File: src/rtl/approx_err_pkg.sv
// approx_err_pkg: shared widths, FSM state type and accumulator sizing for the approximate-sum error monitor
package approx_err_pkg;
  localparam int ED_W = 17;
  localparam int OPND_W = 16;
  typedef enum logic [1:0] {ACCUM, DRAIN, REPORT} state_t;
  function automatic int acc_w(input int win_w);
    return ED_W + win_w;
  endfunction
endpackage

File: src/rtl/approx_err_distance.sv
// approx_err_distance: exact 17-bit sum vs adder's {carry, Sum}; returns |error| and signed (approx - exact)
module approx_err_distance
  import approx_err_pkg::*;
(
  input  logic [OPND_W-1:0]      op_a,
  input  logic [OPND_W-1:0]      op_b,
  input  logic [OPND_W-1:0]      approx_sum,
  input  logic                   approx_carry,
  output logic [ED_W-1:0]        ed,
  output logic signed [ED_W:0]   diff
);
  logic [ED_W-1:0] exact;
  logic [ED_W-1:0] approx;
  // one extra bit on the difference keeps the full -0x1FFFF..+0x1FFFF range, so |diff| never truncates
  always_comb begin
    exact = {1'b0, op_a} + {1'b0, op_b};
    approx = {approx_carry, approx_sum};
    diff = $signed({1'b0, approx}) - $signed({1'b0, exact});
    ed = diff[ED_W] ? ED_W'(-diff) : diff[ED_W-1:0];
  end
endmodule

File: src/rtl/approx_sum_error_monitor.sv
// approx_sum_error_monitor: windowed error-distance statistics for a 16-bit approximate adder; APPROX_ERR_BIAS_EN adds signed bias output err_bias
module approx_sum_error_monitor
  import approx_err_pkg::*;
#(
  parameter int WINDOW = 256,
  parameter int WIN_W = $clog2(WINDOW)
) (
  input  logic                       clk,
  input  logic                       rst_n,
  input  logic                       in_valid,
  output logic                       in_ready,
  input  logic [OPND_W-1:0]          op_a,
  input  logic [OPND_W-1:0]          op_b,
  input  logic [OPND_W-1:0]          approx_sum,
  input  logic                       approx_carry,
  output logic                       out_valid,
  input  logic                       out_ready,
  output logic [WIN_W:0]             err_count,
`ifdef APPROX_ERR_BIAS_EN
  output logic signed [ED_W+WIN_W:0] err_bias,
`endif
  output logic [ED_W+WIN_W-1:0]      err_total,
  output logic [ED_W-1:0]            err_max
);
  localparam int ACC_W = acc_w(WIN_W);
  localparam int CNT_W = WIN_W + 1;
  state_t state;
  logic [WIN_W-1:0] cnt;
  logic accept;
  logic last;
  logic [ED_W-1:0] ed;
  logic signed [ED_W:0] diff;
  logic s1_valid;
  logic s1_last;
  logic s1_nz;
  logic [ED_W-1:0] s1_ed;
`ifdef APPROX_ERR_BIAS_EN
  logic signed [ED_W:0] s1_diff;
`endif
  assign accept = in_valid && in_ready;
  assign last = cnt == WIN_W'(WINDOW - 1);
  approx_err_distance u_dist (
    .op_a         (op_a),
    .op_b         (op_b),
    .approx_sum   (approx_sum),
    .approx_carry (approx_carry),
    .ed           (ed),
    .diff         (diff)
  );
  // stage 1: capture ED of an accepted sample; the nonzero flag is precomputed here to keep stage 2 short
  always_ff @(posedge clk) begin
    if (!rst_n) begin
      s1_valid <= 1'b0;
      s1_last <= 1'b0;
      s1_nz <= 1'b0;
      s1_ed <= '0;
    end else begin
      s1_valid <= accept;
      s1_last <= accept && last;
      s1_nz <= diff != '0;
      s1_ed <= ed;
    end
  end
`ifdef APPROX_ERR_BIAS_EN
  // stage 1: signed difference travels alongside ED for the bias accumulator
  always_ff @(posedge clk) begin
    if (!rst_n) s1_diff <= '0;
    else s1_diff <= diff;
  end
`endif
  // window control: count accepted samples, drain the last one, then hold the report until it is taken
  always_ff @(posedge clk) begin
    if (!rst_n) begin
      state <= ACCUM;
      cnt <= '0;
      in_ready <= 1'b1;
      out_valid <= 1'b0;
    end else begin
      case (state)
        ACCUM: begin
          if (accept && last) begin
            state <= DRAIN;
            in_ready <= 1'b0;
          end else if (accept) begin
            cnt <= cnt + 1'b1;
          end
        end
        DRAIN: begin
          if (s1_last) begin
            state <= REPORT;
            out_valid <= 1'b1;
          end
        end
        REPORT: begin
          if (out_ready) begin
            state <= ACCUM;
            cnt <= '0;
            in_ready <= 1'b1;
            out_valid <= 1'b0;
          end
        end
        default: begin
          state <= ACCUM;
          cnt <= '0;
          in_ready <= 1'b1;
          out_valid <= 1'b0;
        end
      endcase
    end
  end
  // stage 2: fold the registered ED into the window statistics; cleared when the report is taken
  always_ff @(posedge clk) begin
    if (!rst_n || (out_valid && out_ready)) begin
      err_count <= '0;
      err_total <= '0;
      err_max <= '0;
    end else if (s1_valid) begin
      err_count <= err_count + CNT_W'(s1_nz);
      err_total <= err_total + ACC_W'(s1_ed);
      err_max <= s1_ed > err_max ? s1_ed : err_max;
    end
  end
`ifdef APPROX_ERR_BIAS_EN
  // stage 2: signed running sum exposes systematic over- or under-estimation
  always_ff @(posedge clk) begin
    if (!rst_n || (out_valid && out_ready)) err_bias <= '0;
    else if (s1_valid) err_bias <= err_bias + (ACC_W + 1)'(s1_diff);
  end
`endif
endmodule

File: config.mk
export PLATFORM = sky130hd
export DESIGN_NAME = approx_sum_error_monitor
export DESIGN_NICKNAME = d
export VERILOG_FILES = /design/src/rtl/approx_err_pkg.sv /design/src/rtl/approx_err_distance.sv /design/src/rtl/approx_sum_error_monitor.sv
export SDC_FILE = /design/constraint.sdc
export NUM_CORES = 1
export LEC_CHECK = 0
export CORE_AREA = 2 2 107 150
export CTS_BUF_LIST = sky130_fd_sc_hd__clkbuf_4 sky130_fd_sc_hd__clkbuf_8
export CTS_CLUSTER_SIZE = 40
export DETAILED_ROUTE_END_ITERATION = 8
export DIE_AREA = 0 0 109 152
export PLACE_DENSITY = 0.65
export SYNTH_ARGS = -nofsm -noshare
export SYNTH_HDL_FRONTEND = slang
export SYNTH_SLANG_ARGS = --single-unit
File: constraint.sdc
create_clock -name clk -period 5.3 [get_ports clk]
set_input_delay 0.53 -clock clk [delete_from_list [all_inputs] [get_ports clk]]
set_output_delay 0.53 -clock clk [all_outputs]
set_load 0.02 [all_outputs]
==> results_dict.tcl <==
set metrics [dict create \
    status "finished, final reports clean" \
    rsz0062_at_grt "false" \
    syn-num-nets 965 \
    min_period_over_period_pct 73.3 \
    clk_path_buf_depth 2 \
    grt_max_degree 71 \
    start_kind "input pin" \
    first_iter_violations 306 \
    timing.rr.end "err_total[16]$_SDFFE_PP0P_" \
    cpPeakStageDelay_ps 460 \
    grtUsageTotal_pct 19.5 \
    hp-start "err_total[24]$_SDFFE_PP0P_" \
    vias 6167 \
    crit_buf_inv 3 \
    hold_path.class "register to register" \
    drcViolationCount 0 \
    fp.dieH_um 152 \
    die_w_um 109 \
    hold_depth 2 \
    crit_required_ps 5550 \
    ir_drop_mv 0.160 \
    ys_async_sr_fraction_pct 0 \
    layout_commonest_cell "clkdlybuf4s50_1" \
    synth-edff-count 0 \
    synth.avg_cell_area_um2 7.99 \
    wire_per_inst_um 14.0 \
    r2r_cells 11 \
    min_to "err_total[24]$_SDFFE_PP0P_" \
    cp_max_fo 5 \
    mostFrequentLayoutCells "clkdlybuf4s50_1, dfxtp_1, inv_1" \
    fin_skew_ps 16.7 \
    postRouteAntennaNets 0 \
    antenna_cells 0 \
    syn_inst 838 \
    r2r_slack_ps 2180 \
    routed_via_density 5.51 \
    cellPowerDensity_nw_per_um2 347 \
    crit_family "simple AND/OR/NAND/NOR gates" \
    crit-reg2reg-launch "err_total[0]$_SDFFE_PP0P_" \
    floorplan.initialDensity_pct 43.7 \
    timing.final.max_slew_violations 0 \
    grt_pass1_wl_mm 26.8 \
    synth-seq-cells 83 \
    cp_data_arrival_time_ps 4140 \
    tightest_slew_ps 1140 \
    syn_area_um2 6700 \
    holdBufCountCts 0 \
    relSlewSlack_pct 24.0 \
    seq_area_frac_synth_pct 24.8 \
    setup_viol 0 \
    cts_sinks 83 \
    drv_cap 0 \
    synth_ff_type "dfxtp_1" \
    numCtsBuffers 9 \
    final_layout_size_suffix_gt1_share_pct 4.66 \
    power.leakage_nw 3.26 \
    routabilityCongestion 0.871 \
    path_cells "clkdlybuf4s50_1 > inv_1 > fa_1 > inv_1 > ha_1 > nor2_1 > fa_1 > nor2b_4 > o2111a_1 > nor3_1 > or2_2 > a311o_1 > nor4_2 > nand4_1 > o21a_1" \
    postCtsSetupBuffers 0 \
    die_area_um2 16600 \
    clk-insertion-delay-late_ps 370 \
    cp_slowest_cell "fa_1" \
    fin_crit_ps 3880 \
    core-area_um2 15300 \
    io_pins 106 \
    path_clk_slew_ps 100 \
    finalHoldViolations 0 \
    fillers 1492 \
    crit_type "input pin to register" \
    antenna_found_initial 0 \
    place_hpwl_mm 12.1 \
    ys_types 71 \
    root_buffer "clkbuf_8" \
    cts_tree "yes" \
    grt_pass1_vias 5753 \
    wl_mm 15.6 \
    htreeDepth 3 \
    placed_cell_area_um2 7880 \
    area_delta_synth_final_pct 20.7 \
    fp-row-count 54 \
    timing.setup.tns_ps 0 \
    end_kind "register" \
    post-route-cell-area_um2 8080 \
    cts_resized 0 \
    place.port_buffers 105 \
    overflow 0 \
    final_nets 1045 \
    fmax_mhz 257 \
    yosys_warnings 0 \
    hold_ws_ps 485 \
    drtPass1Iterations 5 \
]
[cell usage after synthesis (all sizes together) (13+ instances only)]
master  count  area share [%]
a21oi      51             3.9
a32oi      17             2.2
and3       21             2.0
clkbuf     30             1.7
dfxtp      83              25
fa         17             5.1
ha         57              11
inv        76             4.3
mux2i      16             2.4
nand2      54             3.1
nand3      47             3.5
nand4      14             1.3
nor2       69             3.9
nor3       21             1.6
o211ai     45             5.1
o21ai      33             2.5
or3        13             1.2
xnor2      13             1.7
xor2       22             2.9
[final cells by class]
| type | count | area, µm² | share of cell area [%] |
|---|---|---|---|
| multi-input cells | 637 | 4590 | 56.8 |
| repair buffers | 111 | 1100 | 13.6 |
| clock buffers | 9 | 124 | 1.53 |
| inverters | 76 | 285 | 3.53 |
| flip-flops and latches | 83 | 1660 | 20.6 |
| well taps | 196 | 245 | 3.03 |
| clock inverters | 7 | 76.3 | 0.944 |
[worst register-to-register path, stage by stage, from the launching register on]
cell and delay, ps:
dfxtp_1 360, ha_1 180, inv_1 60, fa_1 400, nor2b_1 120, o21ai_0 90
a21boi_0 250, o21ai_1 180, a211oi_1 490, o31ai_1 280, or4_1 520, o211ai_1 110
[worst max path at each step]
stage | startpoint | end | slack [ps] | cells after the start
detailed placement | op_a[0] | s1_nz$_SDFF_PN0_ | 1060 | 13
global placement | approx_sum[0] | s1_nz$_SDFF_PN0_ | 1060 | 15
finish | approx_sum[0] | s1_nz$_SDFF_PN0_ | 1420 | 15
global route | approx_sum[0] | s1_nz$_SDFF_PN0_ | 1100 | 15
CTS | approx_sum[0] | s1_nz$_SDFF_PN0_ | 1420 | 15
floorplan | op_a[0] | s1_ed[13]$_SDFF_PN0_ | 1700 | 14
[registers in the layout, indices dropped and copies added (netlist names)]
name and flops:
s1_last 1, err_total 25, cnt 8, err_max 17
err_count 9, state 2, s1_ed 17, in_ready 1
s1_valid 1, out_valid 1, s1_nz 1
[power by group]
| part | total [mW] | leakage (nW) | internal, mW | switching [mW] |
|---|---|---|---|---|
| clock | 0.469 | 0.0962 | 0.221 | 0.248 |
| sequential | 0.853 | 0.678 | 0.730 | 0.123 |
| combinational | 1.48 | 2.49 | 0.610 | 0.872 |
| total | 2.80 | 3.26 | 1.56 | 1.24 |
[stage by stage]
stage	utilization [%]	total power [mW]	setup slack, ps	cells
2_1_floorplan	-	1.91	1700	838
3_5_place_dp	51.4	2.34	1060	1103
3_3_place_gp	51.4	2.34	1060	1103
4_1_cts	52.7	2.82	1420	1119
6_report	52.7	2.80	1420	1119
5_1_grt	52.7	3.04	1100	1119
[layer usage]
layer  vias up  routed length, µm  track usage [%]
met5         -                  0                0
met4         0                221             5.98
met3        14                524             2.23
met2       143               8210             35.2
met1      2806               6690             23.6
li1       3204                  -                -
[cells by family after synthesis]
group	share of synthesized area [%]
AO/OA/AOI/OAI	22.7
flip-flops	24.8
XOR/XNOR	4.58
AND/OR/NAND/NOR	22.7
multiplexers	2.73
adder cells (fa/ha/maj)	15.7
buffers and inverters	6.76
(Power assumes the default switching activity.)
